===== src/rtl/alu_pkg.sv =====
// Shared opcode, FSM-state and iterative-unit mode encodings for the multi-cycle ALU.
package alu_pkg;

    typedef enum logic [3:0] {
        OP_ADD = 4'b0001,
        OP_SUB = 4'b0010,
        OP_MUL = 4'b0011,
        OP_DIV = 4'b0100,
        OP_MOD = 4'b0101,
        OP_AND = 4'b0110,
        OP_OR  = 4'b0111,
        OP_XOR = 4'b1000,
        OP_SHL = 4'b1001,
        OP_SHR = 4'b1010
    } op_t;

    localparam logic [3:0] OP_NONE = 4'b0000;

    typedef enum logic [1:0] {IDLE, ITER, DONE} state_t;

    typedef enum logic {MD_MUL = 1'b0, MD_DIV = 1'b1} md_mode_t;

endpackage


===== src/rtl/alu_multiciclo_if.sv =====
// Request/result bundle of the multi-cycle ALU; master issues operations, slave computes.
interface alu_multiciclo_if #(parameter int WIDTH = 4);
    logic                 start;
    logic [3:0]           op;
    logic [WIDTH-1:0]     A;
    logic [WIDTH-1:0]     B;
    logic                 Cin;
    logic                 ready;
    logic                 done;
    logic [WIDTH-1:0]     S;
    logic [2*WIDTH-1:0]   res;
    logic                 Z, N, V, C;
    logic                 err;

    modport master (output start, op, A, B, Cin,
                    input  ready, done, S, res, Z, N, V, C, err);
    modport slave  (input  start, op, A, B, Cin,
                    output ready, done, S, res, Z, N, V, C, err);
endinterface


===== src/rtl/alu_muldiv_iter.sv =====
// Shift-add multiplier / restoring divider, one step per enabled cycle; the load edge applies step 1.
// No backpressure: the owner sequences load and WIDTH-1 further steps; {hi,lo} = product or {rem,quot}.
module alu_muldiv_iter
    import alu_pkg::*;
#(
    parameter int WIDTH = 4
) (
    input  logic             clk,
    input  logic             rst_n,
    input  logic             load,
    input  md_mode_t         mode,
    input  logic [WIDTH-1:0] a,
    input  logic [WIDTH-1:0] b,
    input  logic             step,
    output logic [WIDTH-1:0] hi,
    output logic [WIDTH-1:0] lo
);

    logic [WIDTH-1:0] hi_q, hi_d, lo_q, lo_d, d_q, d_d;
    md_mode_t         mode_q, mode_d;
    logic [WIDTH-1:0] src_hi, src_lo, src_d;
    md_mode_t         src_mode;
    logic [WIDTH:0]   acc, rem_sh, diff;

    always_comb begin
        src_mode = load ? mode : mode_q;
        src_hi   = load ? '0   : hi_q;
        src_lo   = load ? a    : lo_q;
        src_d    = load ? b    : d_q;
        acc      = {1'b0, src_hi} + (src_lo[0] ? {1'b0, src_d} : '0);
        rem_sh   = {src_hi, src_lo[WIDTH-1]};
        // rem < divisor always holds, so diff[WIDTH] is an exact borrow flag
        diff     = rem_sh - {1'b0, src_d};
        hi_d     = hi_q;
        lo_d     = lo_q;
        d_d      = src_d;
        mode_d   = src_mode;
        if (load || step) begin
            if (src_mode == MD_MUL) begin
                {hi_d, lo_d} = {acc, src_lo[WIDTH-1:1]};
            end else if (!diff[WIDTH]) begin
                hi_d = diff[WIDTH-1:0];
                lo_d = {src_lo[WIDTH-2:0], 1'b1};
            end else begin
                hi_d = rem_sh[WIDTH-1:0];
                lo_d = {src_lo[WIDTH-2:0], 1'b0};
            end
        end
    end

    always_ff @(posedge clk) begin
        if (!rst_n) begin
            hi_q   <= '0;
            lo_q   <= '0;
            d_q    <= '0;
            mode_q <= MD_MUL;
        end else begin
            hi_q   <= hi_d;
            lo_q   <= lo_d;
            d_q    <= d_d;
            mode_q <= mode_d;
        end
    end

    assign hi = hi_q;
    assign lo = lo_q;

endmodule


===== src/rtl/alu_multiciclo.sv =====
// Registered multi-cycle ALU: 1-cycle latency for simple ops, WIDTH+1 for MUL/DIV/MOD.
// Accepts start only while ready (IDLE); results and flags hold until the next done pulse.
module alu_multiciclo
    import alu_pkg::*;
#(
    parameter int WIDTH = 4,
    parameter int SHW   = $clog2(WIDTH)
) (
    input  logic clk,
    input  logic rst_n,
    alu_multiciclo_if.slave bus
);

    localparam int             CW   = $clog2(WIDTH);
    localparam logic [CW-1:0]  LAST = CW'(WIDTH - 1);

    state_t               state_q, state_d;
    logic [CW-1:0]        cnt_q, cnt_d;
    logic [3:0]           op_q, op_d;
    logic [WIDTH-1:0]     s_q, s_d;
    logic [2*WIDTH-1:0]   res_q, res_d;
    logic                 z_q, z_d, n_q, n_d, v_q, v_d, c_q, c_d, err_q, err_d;

    logic                 iter_load, iter_step, is_iter;
    md_mode_t             iter_mode;
    logic [WIDTH-1:0]     hi, lo, iter_s;

    logic [WIDTH:0]       sum, dif, shl_w, shr_w;
    logic [WIDTH-1:0]     sc_s;
    logic [2*WIDTH-1:0]   sc_res;
    logic                 sc_v, sc_c, sc_err, sc_div0;

    alu_muldiv_iter #(.WIDTH(WIDTH)) u_iter (
        .clk   (clk),
        .rst_n (rst_n),
        .load  (iter_load),
        .mode  (iter_mode),
        .a     (bus.A),
        .b     (bus.B),
        .step  (iter_step),
        .hi    (hi),
        .lo    (lo)
    );

    // Single-cycle results straight from the request, used on the accepting edge.
    always_comb begin
        sum     = {1'b0, bus.A} + {1'b0, bus.B} + {{WIDTH{1'b0}}, bus.Cin};
        dif     = {1'b0, bus.A} - {1'b0, bus.B} - {{WIDTH{1'b0}}, bus.Cin};
        shl_w   = {1'b0, bus.A} << bus.B[SHW-1:0];
        shr_w   = {bus.A, 1'b0} >> bus.B[SHW-1:0];
        sc_s    = '0;
        sc_v    = 1'b0;
        sc_c    = 1'b0;
        sc_err  = 1'b0;
        sc_div0 = 1'b0;
        case (bus.op)
            OP_ADD: begin
                sc_s = sum[WIDTH-1:0];
                sc_c = sum[WIDTH];
                sc_v = (bus.A[WIDTH-1] == bus.B[WIDTH-1]) && (sum[WIDTH-1] != bus.A[WIDTH-1]);
            end
            OP_SUB: begin
                sc_s = dif[WIDTH-1:0];
                sc_c = dif[WIDTH];
                sc_v = (bus.A[WIDTH-1] != bus.B[WIDTH-1]) && (dif[WIDTH-1] != bus.A[WIDTH-1]);
            end
            OP_DIV, OP_MOD: begin
                sc_div0 = 1'b1;
                sc_err  = 1'b1;
                sc_s    = (bus.op == OP_DIV) ? {WIDTH{1'b1}} : bus.A;
            end
            OP_AND: sc_s = bus.A & bus.B;
            OP_OR:  sc_s = bus.A | bus.B;
            OP_XOR: sc_s = bus.A ^ bus.B;
            OP_SHL: begin
                sc_s = shl_w[WIDTH-1:0];
                sc_c = shl_w[WIDTH];
            end
            OP_SHR: begin
                sc_s = shr_w[WIDTH:1];
                sc_c = shr_w[0];
            end
            OP_NONE: sc_err = 1'b1;
            default: sc_err = 1'b1;
        endcase
        sc_res = sc_div0 ? {bus.A, {WIDTH{1'b1}}} : {{WIDTH{1'b0}}, sc_s};
    end

    always_comb begin
        state_d   = state_q;
        cnt_d     = cnt_q;
        op_d      = op_q;
        s_d       = s_q;
        res_d     = res_q;
        z_d       = z_q;
        n_d       = n_q;
        v_d       = v_q;
        c_d       = c_q;
        err_d     = err_q;
        iter_load = 1'b0;
        iter_step = 1'b0;
        iter_mode = (bus.op == OP_MUL) ? MD_MUL : MD_DIV;
        is_iter   = (bus.op == OP_MUL) ||
                    (((bus.op == OP_DIV) || (bus.op == OP_MOD)) && (bus.B != '0));
        iter_s    = (op_q == OP_MOD) ? hi : lo;
        case (state_q)
            IDLE: begin
                if (bus.start) begin
                    op_d = bus.op;
                    if (is_iter) begin
                        iter_load = 1'b1;
                        cnt_d     = '0;
                        state_d   = ITER;
                    end else begin
                        s_d     = sc_s;
                        res_d   = sc_res;
                        z_d     = (sc_s == '0);
                        n_d     = sc_s[WIDTH-1];
                        v_d     = sc_v;
                        c_d     = sc_c;
                        err_d   = sc_err;
                        state_d = DONE;
                    end
                end
            end
            ITER: begin
                cnt_d     = cnt_q + CW'(1);
                iter_step = (cnt_q != LAST);
                if (cnt_q == LAST) begin
                    cnt_d   = '0;
                    state_d = DONE;
                    s_d     = iter_s;
                    res_d   = {hi, lo};
                    v_d     = 1'b0;
                    err_d   = 1'b0;
                    if (op_q == OP_MUL) begin
                        z_d = ({hi, lo} == '0);
                        n_d = hi[WIDTH-1];
                        c_d = (hi != '0);
                    end else begin
                        z_d = (iter_s == '0);
                        n_d = iter_s[WIDTH-1];
                        c_d = 1'b0;
                    end
                end
            end
            DONE:    state_d = IDLE;
            default: state_d = IDLE;
        endcase
    end

    always_ff @(posedge clk) begin
        if (!rst_n) begin
            state_q <= IDLE;
            cnt_q   <= '0;
            op_q    <= '0;
            s_q     <= '0;
            res_q   <= '0;
            z_q     <= 1'b0;
            n_q     <= 1'b0;
            v_q     <= 1'b0;
            c_q     <= 1'b0;
            err_q   <= 1'b0;
        end else begin
            state_q <= state_d;
            cnt_q   <= cnt_d;
            op_q    <= op_d;
            s_q     <= s_d;
            res_q   <= res_d;
            z_q     <= z_d;
            n_q     <= n_d;
            v_q     <= v_d;
            c_q     <= c_d;
            err_q   <= err_d;
        end
    end

    assign bus.ready = (state_q == IDLE);
    assign bus.done  = (state_q == DONE);
    assign bus.S     = s_q;
    assign bus.res   = res_q;
    assign bus.Z     = z_q;
    assign bus.N     = n_q;
    assign bus.V     = v_q;
    assign bus.C     = c_q;
    assign bus.err   = err_q;

endmodule


===== src/flat_wrapper.sv =====
// flat-port wrapper written by rule: the top's interface ports become plain ports
module alu_multiciclo_flat import alu_pkg::*;
#(
    parameter int WIDTH = 4,
    parameter int SHW   = $clog2(WIDTH)
)
  (clk, rst_n, bus_start, bus_op, bus_A, bus_B, bus_Cin, bus_ready, bus_done, bus_S, bus_res, bus_Z, bus_N, bus_V, bus_C, bus_err);
  alu_multiciclo_if #(.WIDTH(WIDTH)) bus_i ();
  input  logic clk;
  input  logic rst_n;
  input wire logic [$bits(bus_i.start)-1:0] bus_start;
  input wire logic [$bits(bus_i.op)-1:0] bus_op;
  input wire logic [$bits(bus_i.A)-1:0] bus_A;
  input wire logic [$bits(bus_i.B)-1:0] bus_B;
  input wire logic [$bits(bus_i.Cin)-1:0] bus_Cin;
  output wire logic [$bits(bus_i.ready)-1:0] bus_ready;
  output wire logic [$bits(bus_i.done)-1:0] bus_done;
  output wire logic [$bits(bus_i.S)-1:0] bus_S;
  output wire logic [$bits(bus_i.res)-1:0] bus_res;
  output wire logic [$bits(bus_i.Z)-1:0] bus_Z;
  output wire logic [$bits(bus_i.N)-1:0] bus_N;
  output wire logic [$bits(bus_i.V)-1:0] bus_V;
  output wire logic [$bits(bus_i.C)-1:0] bus_C;
  output wire logic [$bits(bus_i.err)-1:0] bus_err;
  assign bus_i.start = bus_start;
  assign bus_i.op = bus_op;
  assign bus_i.A = bus_A;
  assign bus_i.B = bus_B;
  assign bus_i.Cin = bus_Cin;
  assign bus_ready = bus_i.ready;
  assign bus_done = bus_i.done;
  assign bus_S = bus_i.S;
  assign bus_res = bus_i.res;
  assign bus_Z = bus_i.Z;
  assign bus_N = bus_i.N;
  assign bus_V = bus_i.V;
  assign bus_C = bus_i.C;
  assign bus_err = bus_i.err;
  alu_multiciclo #(.WIDTH(WIDTH), .SHW(SHW)) u_core (.clk(clk), .rst_n(rst_n), .bus(bus_i));
endmodule

===== config.mk =====
export PLATFORM = sky130hd
export DESIGN_NAME = alu_multiciclo_flat
export DESIGN_NICKNAME = d
export VERILOG_FILES = /design/src/rtl/alu_pkg.sv /design/src/rtl/alu_multiciclo_if.sv /design/src/rtl/alu_muldiv_iter.sv /design/src/rtl/alu_multiciclo.sv /design/src/flat_wrapper.sv
export SDC_FILE = /design/constraint.sdc
export NUM_CORES = 1
export LEC_CHECK = 0
export CAP_MARGIN = 20
export CORE_MARGIN = 2
export CORE_UTILIZATION = 40
export CTS_CLUSTER_DIAMETER = 150
export DETAILED_ROUTE_END_ITERATION = 8
export DONT_BUFFER_PORTS = 1
export GPL_ROUTABILITY_DRIVEN = 1
export PLACE_DENSITY = 0.58
export SLEW_MARGIN = 10
export SYNTH_ARGS = -nofsm -noshare
export SYNTH_HDL_FRONTEND = slang
export SYNTH_SLANG_ARGS = --single-unit

===== constraint.sdc =====
create_clock -name clk -period 3.1 [get_ports clk]
set_input_delay 0.155 -clock clk [delete_from_list [all_inputs] [get_ports clk]]
set_output_delay 0.155 -clock clk [all_outputs]
set_load 0.005 [all_outputs]

==> summary.txt <==
Global route
  – Vias in the first global route: 3072
  – Initial antenna violation count: 0
  – Gr ovfl total: 0
  – Gr usage total: 0.218
  – First-pass GRT wire length: 15600 microns
  – Largest net degree at the start of global routing: 32

Worst setup path
  – Arrival @ worst endpoint: 3.07 ns
  – CP delay by family, top: simple AND/OR/NAND/NOR gates
  – Setup crit end kind: register
  – Critical path type: register to register
  – Worst-path cell chain: nor3b_2 > nand2_4 > nor2_1 > a21oi_4 > inv_1 > ha_1 > fa_2 > nor2b_1 > o21a_1 > or3_1 > a211oi_1 > a211oi_1 > o21a_1
  – Startpoint Class: register
  – CP max-delay cell: or3_1
  – Crit path max fanout: 19
  – CP max stage delay: 0.39 ns
  – Buf/Inv on CP: 1
  – Worst path required time: 3.30 ns

Clock network
  – # Post-CTS Setup Buffers: 0
  – Number of hold buffers added after CTS: 2
  – Max Root-Sink Buffers: 2
  – Htree depth: 2
  – CTS tree: yes
  – Worst-path clk slew: 0.08 ns
  – PostCTS Resize Cnt: 0
  – TritonCTS Buffers: 5
  – Clk root buf: clkbuf_8
  – CTS Sinks: 38
  – Worst skew pair latency: 0.31 ns

STA
  – Hold_ws: -0.00286 ns
  – Max Slew Vio Count: 0
  – Max-slew headroom: 0.524
  – RSZ-0062 raised after global routing: no
  – Final Cycle Share: 0.928
  – Fin Clk Skew: 0.0110 ns
  – Tmin final: 2.88 ns
  – Setup TNS: 0 ns
  – Worst Tran Pin Value: 0.712 ns
  – Final hold vios: 1
  – Setup violators final: 0
  – Max Clk Rate: 348 MHz
  – Fin worst setup slack: 0.224 ns

Status
  – Status: finished, violations left
  – Violated checks: hold timing

Placed design
  – Placer Congestion: 0.928
  – I/O Buffers: 0
  – DP Area: 0.00352 sq mm
  – DPL Wire Length: 7200 microns
  – Placed cell count: 524
  – Worst slack, placed: 0.136 ns

Cells and area
  – Final #Nets: 473
  – Layout Cells excl Fill: 535
  – Final core utilization: 0.446
  – Ant diodes: 0
  – Share of layout cells above drive strength 1: 0.0884
  – Area growth syn-to-layout: 7.76%
  – Finished Cell Area: 0.00368 sq mm

Logic synthesis
  – Async S/R FF share, synth: 0
  – Syn Nets: 480
  – Synth Area per Inst: 7.84 sq um
  – Post-synth top area share: 0.222
  – Post-synth EDFFs: 0
  – Synth warnings: 0
  – Post-synthesis register bit count: 38
  – Post-Syn Area: 0.00342 sq mm
  – Synth Instances: 436
  – Cell taking the most area after synthesis: dfxtp_1
  – Top FF cell, synth: dfxtp_1
  – Top post-synthesis cells by area: dfxtp_1 22%, ha_1 8.0%, nand2_1 5.0%
  – Sequential cell area fraction in the yosys report: 0.222
  – Cell variety after synth: 72

Routing
  – DR iter-0 viols: 200
  – Routed Antenna Nets: 0
  – Drt total wl: 9970 microns
  – DR vias/cell: 6.14
  – 1st-pass router iterations: 5
  – WL/cell: 18.6 microns
  – Routed via count: 3285
  – Detailed-route DRC error count: 0

Power and ir drop
  – Pwr Total: 1.42 mW
  – Power Dens Cells: 386 mW/mm^2
  – Leak: 1.46 nW
  – VDD IR max: 0.252 mV

Die
  – Height of the chip: 96.5 microns
  – Total core area: 0.00826 sq mm
  – Die width: 96.5 microns
  – IO Pins: 35
  – Die footprint: 0.00930 sq mm
  – Rows: 33
  – Initial core utilization: 0.414

Job
  – Maxcap violations: 0

Worst hold path
  – Hold Crit Class: input pin to register
## cell type report
class                           count  area, sq um
Fill cell                         846         4570
Multi-Input combinational cell    344         2440
Sequential cell                    38          761
Tap cell                          105          131
Timing Repair Buffer               15          120
Inverter                           25         93.8
Clock buffer                        5         68.8
Clock inverter                      3         68.8
## Yosys cell counts (4+ instances only)
cell type and number:
nand2_1 46, dfxtp_1 38, nor2_1 33, o21ai_0 26, inv_1 25, ha_1 22, clkbuf_1 20, a21oi_1 18
nor2b_1 14, a21boi_0 13, nand3_1 13, nor3_1 8, a31oi_1 7, mux2i_1 7, nand2b_1 7, nand3b_1 7
o211a_1 7, o22ai_1 7, xnor2_1 7, a211oi_1 6, fa_1 6, o221ai_1 6, nor4_1 5, o21a_1 5
a21o_1 4, o2111ai_1 4, o311ai_0 4, xor2_1 4
## sequential cells by signal, summed over array words and instances, names as in the netlist
register,cells
u_core.bus.C,1
u_core.op_q,4
u_core.u_iter.lo,4
u_core.u_iter.mode_q,1
u_core.u_iter.d_q,4
u_core.bus.Z,1
u_core.bus.res,8
u_core.bus.S,4
u_core.u_iter.hi,4
u_core.bus.err,1
u_core.cnt_q,2
u_core.state_q,2
u_core.bus.N,1
u_core.bus.V,1
## power breakdown
group	internal (mW)	switching, mW
logic	0.152	0.209
clock network	0.322	0.191
registers	0.518	0.0293
## metal layers
metal / track usage / up-vias / wire, microns
met2: 0.358 / 125 / 4600
met1: 0.292 / 1573 / 4600
met5: 0 / - / 0
li1: - / 1573 / -
met4: 0.0610 / 0 / 181
met3: 0.0411 / 14 / 588
## logic make-up after synthesis
family | after synthesis | synth area share
buffers and inverters | 54 | 0.0691
AND/OR/NAND/NOR | 158 | 0.245
flip-flops | 38 | 0.222
adder cells (fa/ha/maj) | 28 | 0.116
AO/OA/AOI/OAI | 138 | 0.292
multiplexers | 9 | 0.0271
XOR/XNOR | 11 | 0.0282
## layout by cell type, fill, tap and decap left out, types with 8 or more instances in the layout
cell type / netlist / final
nor2b_1: 14 / 14
nor2_1: 33 / 33
a21boi_0: 13 / 13
nor3_1: 8 / 8
dfxtp_1: 38 / 38
a21oi_1: 18 / 17
buf_4: 2 / 12
nand2_1: 46 / 46
o21ai_0: 26 / 26
ha_1: 22 / 22
nand3_1: 13 / 13
inv_1: 25 / 25
## worst paths after layout
path / start / slack [ns] / cells past startpoint / end
worst max-delay path: u_core.state_q[1] / 0.22 / 13 / u_core.u_iter.hi[0]
worst max register to register: u_core.state_q[1] / 0.22 / 13 / u_core.u_iter.hi[0]
worst min register to register: u_core.bus.res[3] / 0.48 / 2 / u_core.bus.res[3]
worst min-delay path: rst_n / -0.003 / 1 / u_core.bus.res[3]
## worst register-to-register path: cells and delay by family, from the launching register on
| kind | cells | cell delay [ns] |
|---|---|---|
| AO/OA/AOI/OAI | 5 | 0.77 |
| adder cells (fa/ha/maj) | 2 | 0.41 |
| buffers and inverters | 1 | 0.07 |
| flip-flops | 1 | 0.33 |
| AND/OR/NAND/NOR | 5 | 1.18 |
Note: power is estimated with default switching activity, not from simulation.
